<file path="config.mk">
export PLATFORM = sky130hd
export DESIGN_NAME = inst_fetch_queue
export DESIGN_NICKNAME = d
export VERILOG_FILES = /design/src/rtl/AluCtrlSig_pkg.sv /design/src/rtl/fetch_fifo.sv /design/src/rtl/inst_fetch_queue.sv
export SDC_FILE = /design/constraint.sdc
export NUM_CORES = 1
export LEC_CHECK = 0
export BUFFER_PORTS_ARGS = -buffer_cell sky130_fd_sc_hd__buf_2
export CAP_MARGIN = 25
export CORE_UTILIZATION = 35
export DETAILED_ROUTE_END_ITERATION = 12
export PLACE_DENSITY = 0.49
export SYNTH_ARGS = -nofsm -noshare
export SYNTH_HDL_FRONTEND = slang
export SYNTH_SLANG_ARGS = --single-unit
</file>
<file path="constraint.sdc">
create_clock -name clk -period 4.6 [get_ports clk]
set_input_delay 0.92 -clock clk [delete_from_list [all_inputs] [get_ports clk]]
set_output_delay 0.92 -clock clk [all_outputs]
set_load 0.01 [all_outputs]
</file>
<file path="src/rtl/AluCtrlSig_pkg.sv">
// Shared fetch-stage types: the NOP word driven to decode when s2 is empty
// and the {instruction, PC+4} record carried through the fetch queue.
// No logic, no latency, no backpressure.
package AluCtrlSig_pkg;

  localparam logic [31:0] NOP_INST = 32'h0000_0000;

  typedef struct packed {
    logic [31:0] inst;
    logic [31:0] pc4;
  } fetch_entry_t;

endpackage

</file>
<file path="src/rtl/fetch_fifo.sv">
// Synchronous FIFO with push/pop/flush; head is read combinationally.
// Latency: a pushed entry is visible at o_head the cycle after the push.
// Backpressure: none internally; the caller keeps occupancy within DEPTH
// (pushes when full without a pop, and pops when empty, are ignored).
// Ports: i_push/i_push_dat write, i_pop advance head, i_flush empty all,
//        o_head current head entry, o_count occupancy (0..DEPTH).
module fetch_fifo #(
  parameter int unsigned DEPTH = 4,
  parameter type         T     = logic [31:0]
) (
  input  logic                     clk,
  input  logic                     rst,
  input  logic                     i_push,
  input  T                         i_push_dat,
  input  logic                     i_pop,
  input  logic                     i_flush,
  output T                         o_head,
  output logic [$clog2(DEPTH):0]   o_count
);

  localparam int unsigned AW       = $clog2(DEPTH);
  localparam logic [AW:0] FULL_CNT = (AW + 1)'(DEPTH);

  T              r_mem [DEPTH];
  logic [AW-1:0] r_wr_ptr;
  logic [AW-1:0] r_rd_ptr;
  logic [AW:0]   r_count;

  logic w_pop;
  logic w_push;

  // Push alongside a pop is legal even when full: the slot frees this edge.
  assign w_pop  = i_pop && (r_count != '0);
  assign w_push = i_push && ((r_count != FULL_CNT) || w_pop);

  always_ff @(posedge clk or posedge rst) begin
    if (rst) begin
      r_wr_ptr <= '0;
      r_rd_ptr <= '0;
      r_count  <= '0;
    end else if (i_flush) begin
      r_wr_ptr <= '0;
      r_rd_ptr <= '0;
      r_count  <= '0;
    end else begin
      if (w_push) r_wr_ptr <= r_wr_ptr + AW'(1);
      if (w_pop)  r_rd_ptr <= r_rd_ptr + AW'(1);
      case ({w_push, w_pop})
        2'b10:   r_count <= r_count + (AW + 1)'(1);
        2'b01:   r_count <= r_count - (AW + 1)'(1);
        default: ;
      endcase
    end
  end

  // Storage needs no reset: entries are only read once counted valid.
  always_ff @(posedge clk) begin
    if (w_push && !i_flush) r_mem[r_wr_ptr] <= i_push_dat;
  end

  assign o_head  = r_mem[r_rd_ptr];
  assign o_count = r_count;

endmodule

</file>
<file path="src/rtl/inst_fetch_queue.sv">
// Instruction-fetch stage s1: owns the PC, issues imem requests, queues
// in-order responses and presents one word per cycle to decode (inst_s2/pc4_s2).
// Latency: a response reaches s2 on its own edge if the queue is empty and
// decode is not stalled, otherwise in FIFO order.
// Backpressure: requests stop once outstanding + queued reaches DEPTH;
// stall holds s2 while the queue keeps filling.
// Ports: imem_* request/response channel, redirect/redirect_pc from ex,
//        stall from decode, inst_s2/pc4_s2/valid_s2 to decode.
module inst_fetch_queue
  import AluCtrlSig_pkg::*;
#(
  parameter int unsigned DEPTH    = 4,
  parameter logic [31:0] RESET_PC = 32'h0
) (
  input  logic        clk,
  input  logic        rst,
  output logic        imem_req,
  output logic [31:0] imem_addr,
  input  logic        imem_gnt,
  input  logic        imem_rvalid,
  input  logic [31:0] imem_rdata,
  input  logic        redirect,
  input  logic [31:0] redirect_pc,
  input  logic        stall,
  output logic [31:0] inst_s2,
  output logic [31:0] pc4_s2,
  output logic        valid_s2
);

  localparam int unsigned CW      = $clog2(DEPTH) + 1;
  localparam logic [CW:0] DEPTH_W = (CW + 1)'(DEPTH);

  logic [31:0]   r_pc;
  logic [CW-1:0] r_outstanding;
  logic [CW-1:0] r_kill_cnt;
  logic [31:0]   r_inst_s2;
  logic [31:0]   r_pc4_s2;
  logic          r_valid_s2;

  logic [CW-1:0] w_q_count;
  logic [CW-1:0] w_tag_count;
  fetch_entry_t  w_q_head;
  fetch_entry_t  w_q_push_dat;
  logic [31:0]   w_tag_head;
  logic [31:0]   w_pc_next;
  logic [CW:0]   w_occ;
  logic          w_grant;
  logic          w_resp;
  logic          w_killing;
  logic          w_live;
  logic          w_q_empty;
  logic          w_bypass;
  logic          w_q_push;
  logic          w_q_pop;
  logic          w_tag_pop;

  // Credit: every request in flight already owns a queue slot.
  assign w_occ     = {1'b0, r_outstanding} + {1'b0, w_q_count};
  assign imem_req  = !rst && !redirect && (w_occ < DEPTH_W);
  assign imem_addr = r_pc;
  assign w_pc_next = r_pc + 32'd4;
  assign w_grant   = imem_req && imem_gnt;

  // A response with nothing outstanding (e.g. left over from before reset) is ignored.
  assign w_resp    = imem_rvalid && (r_outstanding != '0);
  assign w_killing = r_kill_cnt != '0;
  // A response in the redirect cycle is itself wrong-path.
  assign w_live    = w_resp && !w_killing && !redirect;

  assign w_q_empty    = w_q_count == '0;
  assign w_bypass     = w_live && w_q_empty && !stall;
  assign w_q_push     = w_live && !w_bypass;
  assign w_q_pop      = !redirect && !stall && !w_q_empty;
  // Killed responses had their tags flushed at redirect, so only live ones pop.
  assign w_tag_pop    = w_live && (w_tag_count != '0);
  assign w_q_push_dat = '{inst: imem_rdata, pc4: w_tag_head};

  fetch_fifo #(.DEPTH(DEPTH), .T(logic [31:0])) u_tag_fifo (
    .clk        (clk),
    .rst        (rst),
    .i_push     (w_grant),
    .i_push_dat (w_pc_next),
    .i_pop      (w_tag_pop),
    .i_flush    (redirect),
    .o_head     (w_tag_head),
    .o_count    (w_tag_count)
  );

  fetch_fifo #(.DEPTH(DEPTH), .T(fetch_entry_t)) u_inst_queue (
    .clk        (clk),
    .rst        (rst),
    .i_push     (w_q_push),
    .i_push_dat (w_q_push_dat),
    .i_pop      (w_q_pop),
    .i_flush    (redirect),
    .o_head     (w_q_head),
    .o_count    (w_q_count)
  );

  always_ff @(posedge clk or posedge rst) begin
    if (rst) begin
      r_pc          <= RESET_PC;
      r_outstanding <= '0;
      r_kill_cnt    <= '0;
      r_inst_s2     <= NOP_INST;
      r_pc4_s2      <= '0;
      r_valid_s2    <= 1'b0;
    end else begin
      if (redirect)     r_pc <= redirect_pc;
      else if (w_grant) r_pc <= w_pc_next;

      case ({w_grant, w_resp})
        2'b10:   r_outstanding <= r_outstanding + CW'(1);
        2'b01:   r_outstanding <= r_outstanding - CW'(1);
        default: ;
      endcase

      // A new redirect recounts from what is still in flight; older kills are subsumed.
      if (redirect)                r_kill_cnt <= r_outstanding - CW'(w_resp);
      else if (w_resp && w_killing) r_kill_cnt <= r_kill_cnt - CW'(1);

      if (redirect) begin
        r_inst_s2  <= NOP_INST;
        r_valid_s2 <= 1'b0;
      end else if (stall) begin
        // hold s2
      end else if (!w_q_empty) begin
        r_inst_s2  <= w_q_head.inst;
        r_pc4_s2   <= w_q_head.pc4;
        r_valid_s2 <= 1'b1;
      end else if (w_live) begin
        r_inst_s2  <= imem_rdata;
        r_pc4_s2   <= w_tag_head;
        r_valid_s2 <= 1'b1;
      end else begin
        r_inst_s2  <= NOP_INST;
        r_valid_s2 <= 1'b0;
      end
    end
  end

  assign inst_s2  = r_inst_s2;
  assign pc4_s2   = r_pc4_s2;
  assign valid_s2 = r_valid_s2;

  property p_credit;
    @(posedge clk) disable iff (rst) w_occ <= DEPTH_W;
  endproperty
  a_credit: assert property (p_credit);

endmodule

</file>
* Word level (Yosys, flattened, before mapping)
Memories as Yosys holds them, arrays and structs flattened.
Cells that the tools add are included.
** Storage, ports and cells
- Bits in writable memories :: 384
- Memories :: 2
- Output and inout port bits :: 98
- Bits in registers :: 117
** Memory list
- u_inst_queue.r_mem :: depth 4, bits a word 64, read ports 1, clocked after memory_dff 0, wr ports 1, line fetch_fifo.sv:24 : T r_mem [DEPTH];
- u_tag_fifo.r_mem :: depth 4, bits a word 32, read ports 1, clocked after memory_dff 0, wr ports 1, line fetch_fifo.sv:24
** Operators by class
- Reductions and logical operators :: 42
- Equal/unequal tests :: 10
- Bitwise operators :: 2
- Mux-type cells :: 31
- Order comparisons :: 1
- $add $sub $neg :: 14
** Operator list (number)
- $mux W32 :: 8
- $add A32 B3 Y32 const B :: 1
- $logic_and A1 B1 Y1 :: 19
- $pmux W3 S2 :: 3
- $reduce_bool A3 Y1 :: 6
- $mux W2 :: 8
- $reduce_bool A2 Y1 :: 7
- $mux W3 :: 4
- $sub A3 B1 Y3 const B :: 4
- $add A3 B1 Y3 const B :: 3
- $add A2 B1 Y2 const B :: 4
- $mux W1 :: 8
- $eq A2 B1 Y1 const B :: 3
- $eq A2 B2 Y1 const B :: 3
- $logic_not A1 Y1 :: 6
- $ne A3 B3 Y1 const B :: 2
- $add A3 B3 Y4 :: 1
- $lt A4 B3 Y1 const B :: 1
- $ne A2 B2 Y1 const B :: 2
- $logic_not A3 Y1 :: 1
- $reduce_and A3 Y1 :: 1
- $sub A3 B1 Y3 :: 1
- $logic_or A1 B1 Y1 :: 2
- $not A1 Y1 :: 2

* Logic depth before layout (Yosys ltp)
- Depth after elaboration :: 12
- Depth in mapped cells :: 13
- Depth with buffers taken out :: 11

* Hierarchy
Synthesis repeated with hierarchy kept, for this count alone.
** Unflattened totals
- Cell total of the unflattened synthesis :: 1182
- Area, all modules :: 20457.1 um2
** By module, submodules not included
- fetch_fifo at u_inst_queue :: times used 1, seq. area each 7862.5 um2, area each 9789.4 um2, cells an instance 397
- inst_fetch_queue :: times used 1, seq. area each 2577.5 um2, area each 5499.0 um2, cells an instance 554
- fetch_fifo at u_tag_fifo :: times used 1, seq. area each 4018.9 um2, area each 5168.7 um2, cells an instance 231

* Worst setup path before layout
Ideal clock, no wire load.
- Kind :: input-to-reg
- Start :: input port redirect
- End :: memory u_inst_queue.r_mem[0][0] in the netlist's numbering (enable)
- Stages on the path :: 6
- Arrival time :: 3.611 ns
- Path slack :: 0.560 ns
- Buffers on the path :: 3
- Path through :: buf_2 -> or3_1 -> clkbuf_1 -> a31oi_1 -> clkbuf_1 -> and2_1
** Between the ends
- Longest elaborated chain between the ends :: 10
- Elaborated cells between the ends (all ways) :: 14
** RTL lines
- start, declared :: line inst_fetch_queue.sv:22 : input logic redirect,
- $logic_not A1 Y1 (*) :: line fetch_fifo.sv:58, inst_fetch_queue.sv:68, inst_fetch_queue.sv:73
- $logic_and A1 B1 Y1 :: line inst_fetch_queue.sv:68 : assign w_live = w_resp && !w_killing && !redirect;
- $logic_and A1 B1 Y1 (2 in a row) :: line inst_fetch_queue.sv:71 : assign w_bypass = w_live && w_q_empty && !stall;
- $logic_not A1 Y1 :: line inst_fetch_queue.sv:72 : assign w_q_push = w_live && !w_bypass;
- $logic_and A1 B1 Y1 :: line inst_fetch_queue.sv:72
- $logic_and A1 B1 Y1 :: line fetch_fifo.sv:34 : assign w_push = i_push && ((r_count != FULL_CNT) || w_pop);
- $logic_and A1 B1 Y1 (*) :: line fetch_fifo.sv:58 : if (w_push && !i_flush) r_mem[r_wr_ptr] <= i_push_dat;
- $mux W1 (*) :: line fetch_fifo.sv:58
- $mux W1 (not written as such) (*) :: line fetch_fifo.sv:58
- end, declared :: line fetch_fifo.sv:24
Mark *: on every way between the ends. The rest lies on a longest branch, timed or not.

* Worst setup path after layout
- Start :: register u_inst_queue.r_count[2], in the netlist u_inst_queue.o_count[2]
- End :: register u_tag_fifo.r_count[2], in the netlist u_tag_fifo.o_count[2]
** Between the ends
- Longest elaborated chain between the ends :: 8
- Elaborated cells between the ends (all ways) :: 10
** RTL lines
- start, declared :: line fetch_fifo.sv:27 : logic [AW:0] r_count;
- start signal, assigned :: line fetch_fifo.sv:49 : 2'b10: r_count <= r_count + (AW + 1)'(1);
- start signal, assigned :: line fetch_fifo.sv:50 : 2'b01: r_count <= r_count - (AW + 1)'(1);
- $add A3 B3 Y4 (*) :: line inst_fetch_queue.sv:58 : assign w_occ = {1'b0, r_outstanding} + {1'b0, w_q_count};
- $lt A4 B3 Y1 (*) :: line inst_fetch_queue.sv:59 : assign imem_req = !rst && !redirect && (w_occ < DEPTH_W);
- $logic_and A1 B1 Y1 (*) :: line inst_fetch_queue.sv:59
- $logic_and A1 B1 Y1 (*) :: line inst_fetch_queue.sv:62 : assign w_grant = imem_req && imem_gnt;
- $logic_and A1 B1 Y1 (*) :: line fetch_fifo.sv:34
- $eq A2 B1 Y1 or $eq A2 B2 Y1 (tied branches) :: line fetch_fifo.sv:48 : case ({w_push, w_pop})
- $pmux W3 S2 :: line fetch_fifo.sv:48
- $mux W3 :: line fetch_fifo.sv:41 : end else if (i_flush) begin
- end signal, assigned :: line fetch_fifo.sv:49
- end signal, assigned :: line fetch_fifo.sv:50
- end, declared :: line fetch_fifo.sv:27
Marks and branches as above.
A chain may end at the register's enable or synchronous reset.

==> impl_metrics.yaml <==
outcome:
  status: "finished, final reports clean"
sta:
  drv_slew: 0
  setup_tns_ns: 0
  finalSetupViolCount: 0
  fmax_mhz: 323
  timing.clock.skew_ns: 0.0234
  worst_slew_pin_slew_ns: 0.936
  finalCritPeriodShare_pct: 67.3
  relSlewSlack_pct: 37.6
  fin_crit_ns: 3.09
  rsz0062_at_grt: "false"
  setup_ws_ns: 1.51
  hold_viol_final: 0
floorplanning:
  core_area_um2: 56700
  die_w_um: 242
  floorplan.initialDensity_pct: 35.6
  pin_count: 168
  die-area_um2: 58700
  rows: 87
  die_h_um: 242
clocking:
  clock-sinks: 501
  cts_tree: "yes"
  clock_tree.buffer_depth: 3
  insertion_delay_ns: 0.61
  cts_resized: 0
  postCtsHoldBufs: 0
  cts.htree.levels: 2
  cts_root_buf: "clkbuf_16"
  clk_pin_slew_ns: 0.06
  cts_inserted_buffers: 55
  postCtsSetupRepairBufs: 0
placement:
  io_buffers: 167
  dp_hpwl_um: 27200
  gp_congestion: 0.762
  place_ws_ns: 1.11
finish:
  diodes: 0
  layout_common_cells: "edfxtp_1 (384), buf_2 (167), nand2_1 (129), dfrtp_1 (113), mux4_2 (96)"
  final_common_cell: "edfxtp_1"
  syn_to_final_growth_pct: 18.3
  final_nets: 1452
  drive_above_1_share_pct: 28.5
  fillerInstances: 5187
detailed_routing:
  drt-vias-per-instance: 5.02
  antenna_left: 0
  wl_per_cell_um: 20.5
  drt_iter0_drc: 653
  wl_um: 44400
  drc: 0
  dr.pass1.iters: 5
  num_vias: 10866
worst_setup_path:
  critical_path_class: "register to register"
  path_max_fanout: 34
  cp-start-kind: "register"
  cp_slowest_stage_delay_ns: 0.47
  cp_num_buf_inv: 1
  cp_slowest_cell: "dfrtp_1"
  cp_top_family: "adder cells"
  cp_data_required_time_ns: 5.07
  arrival_ns: 3.56
  endpoint_kind: "register"
  crit_chain: "ha_1, nor4_1, and4_1, buf_4, nor2_1, fa_1, o41ai_1, a21oi_1, o21ai_0, o211ai_1"
synth:
  synth-seq-area-share_pct: 71.6
  synthFlopType: "edfxtp_1"
  syn-mean-instance-area_um2: 17.1
  synth_area_um2: 20200
  synth.distinct_cells: 55
  synthArstFlopShare_pct: 23.4
  yosys_warnings: 0
  synth_nets: 1268
  synth_cells: 1179
  synth_seq_cells: 501
  synth_edf_count: 384
power:
  power_leakage_nw: 8.63
  irDropWorstVdd_mv: 0.280
  cellPowerDensity_nw_per_um2: 496
grt:
  grt_max_degree: 71
  grt.overflow.total: 0
  grt_pass1_wl_um: 69800
  grt_pass1_vias: 11515
  antenna_found_initial: 0
  grt_usage_pct: 15.5
run:
  maxCapViolCount: 0
hold_path:
  min_path_type: "input pin to asynchronous set/reset pin"
## through the flow
stage                     power (mW)  util [%]  hold WS, ns  cell area [µm²]  instances
after floorplan                 6.74         -        0.481            20200       1179
after global placement          7.44      38.8        0.445            22000       2062
after detailed placement        7.47      38.8        0.452            22000       2062
after CTS                       12.0      42.1        0.446            23900       2166
after global routing            12.4      42.1        0.487            23900       2166
final                           11.8      42.1        0.418            23900       2166
## cells in the mapped netlist (2+ instances only)
cell,number,area share [%]
nand4_1,9,0.28
a21o_1,3,0.11
mux2_2,3,0.17
nor2_1,18,0.33
a221o_1,11,0.55
a22oi_1,45,1.7
buf_4,3,0.11
or3_1,14,0.43
fa_1,3,0.30
a21oi_1,5,0.12
buf_2,9,0.22
dfrtp_1,117,14
and4_1,4,0.17
xnor2_1,24,1.0
nor3b_1,5,0.19
o31ai_1,4,0.15
nand3_1,31,0.77
buf_1,10,0.19
nand2_1,129,2.4
nor4_1,5,0.15
nor3_1,11,0.27
clkbuf_1,46,0.86
and2_1,9,0.28
xor2_1,12,0.52
nor2b_1,2,0.062
inv_1,16,0.30
mux2i_1,41,2.0
a2bb2oi_1,2,0.087
o21ai_0,52,1.3
a22o_1,3,0.13
mux4_2,96,11
edfxtp_1,384,57
o211ai_1,3,0.11
a31oi_1,3,0.093
ha_1,16,0.99
nand2b_1,3,0.093
and3_1,10,0.31
## layout make-up
| type | count | area, µm² | share of cell area, % |
|---|---|---|---|
| sequential | 501 | 14500 | 60.6 |
| multi-input combinational | 593 | 5420 | 22.7 |
| clock buffer | 73 | 1490 | 6.26 |
| timing repair buffer | 195 | 1100 | 4.59 |
| tap | 756 | 946 | 3.96 |
| clock inverter | 31 | 393 | 1.65 |
| inverter | 17 | 68.8 | 0.288 |
## report_power, final
group	total (mW)	internal [mW]	switching [mW]	leakage (nW)
Sequential	5.53	5.24	0.287	4.97
Combinational	1.79	0.784	1.01	2.75
Clock	4.52	2.70	1.82	0.909
Total	11.8	8.73	3.12	8.63
## flip-flops by register name, summed over array words and instances (netlist names), 3 cells and up
| register | flops |
|---|---|
| imem_addr | 32 |
| inst_s2 | 32 |
| pc4_s2 | 32 |
| r_kill_cnt | 3 |
| r_outstanding | 3 |
| u_inst_queue.o_count | 3 |
| u_inst_queue.r_mem | 256 |
| u_tag_fifo.o_count | 3 |
| u_tag_fifo.r_mem | 128 |
## worst register-to-register path, stage by stage, from the launching register on
cell	delay, ns
dfrtp_1	0.47
ha_1	0.31
nor4_1	0.28
and4_1	0.27
buf_4	0.36
nor2_1	0.11
fa_1	0.46
o41ai_1	0.37
a21oi_1	0.06
o21ai_0	0.17
o211ai_1	0.10
## logic make-up after synthesis
| group | count (synthesis) | synth area share (%) |
|---|---|---|
| compound gates | 139 | 4.62 |
| xor+xnor | 36 | 1.56 |
| fa+ha+maj | 19 | 1.29 |
| buf+inv | 85 | 1.69 |
| flops | 501 | 71.6 |
| mux | 140 | 12.9 |
| simple gates | 259 | 6.33 |
## routing by layer
layer / track usage, % / share of wire, % / up-vias
met5: 0 / 0 / -
met3: 2.69 / 4.5 / 56
met1: 21.8 / 46 / 5561
met4: 4.32 / 1.6 / 0
met2: 24.6 / 47 / 254
li1: - / - / 4995
## path summary, 6_finish.rpt
check / startpoint / endpoint / slack (ns) / cells past startpoint
worst max-delay path: u_inst_queue.o_count[2] / u_tag_fifo.o_count[2] / 1.51 / 10
worst min-delay path: rst / imem_addr[2] / 0.42 / 2
worst max register to register: u_inst_queue.o_count[2] / u_tag_fifo.o_count[2] / 1.51 / 10
worst min register to register: inst_s2[22] / inst_s2[22] / 0.46 / 2
max in group asynchronous: rst / pc4_s2[24] / 3.22 / 3
min in group clk: inst_s2[22] / inst_s2[22] / 0.46 / 2
Note: power is estimated with default switching activity, not from simulation.
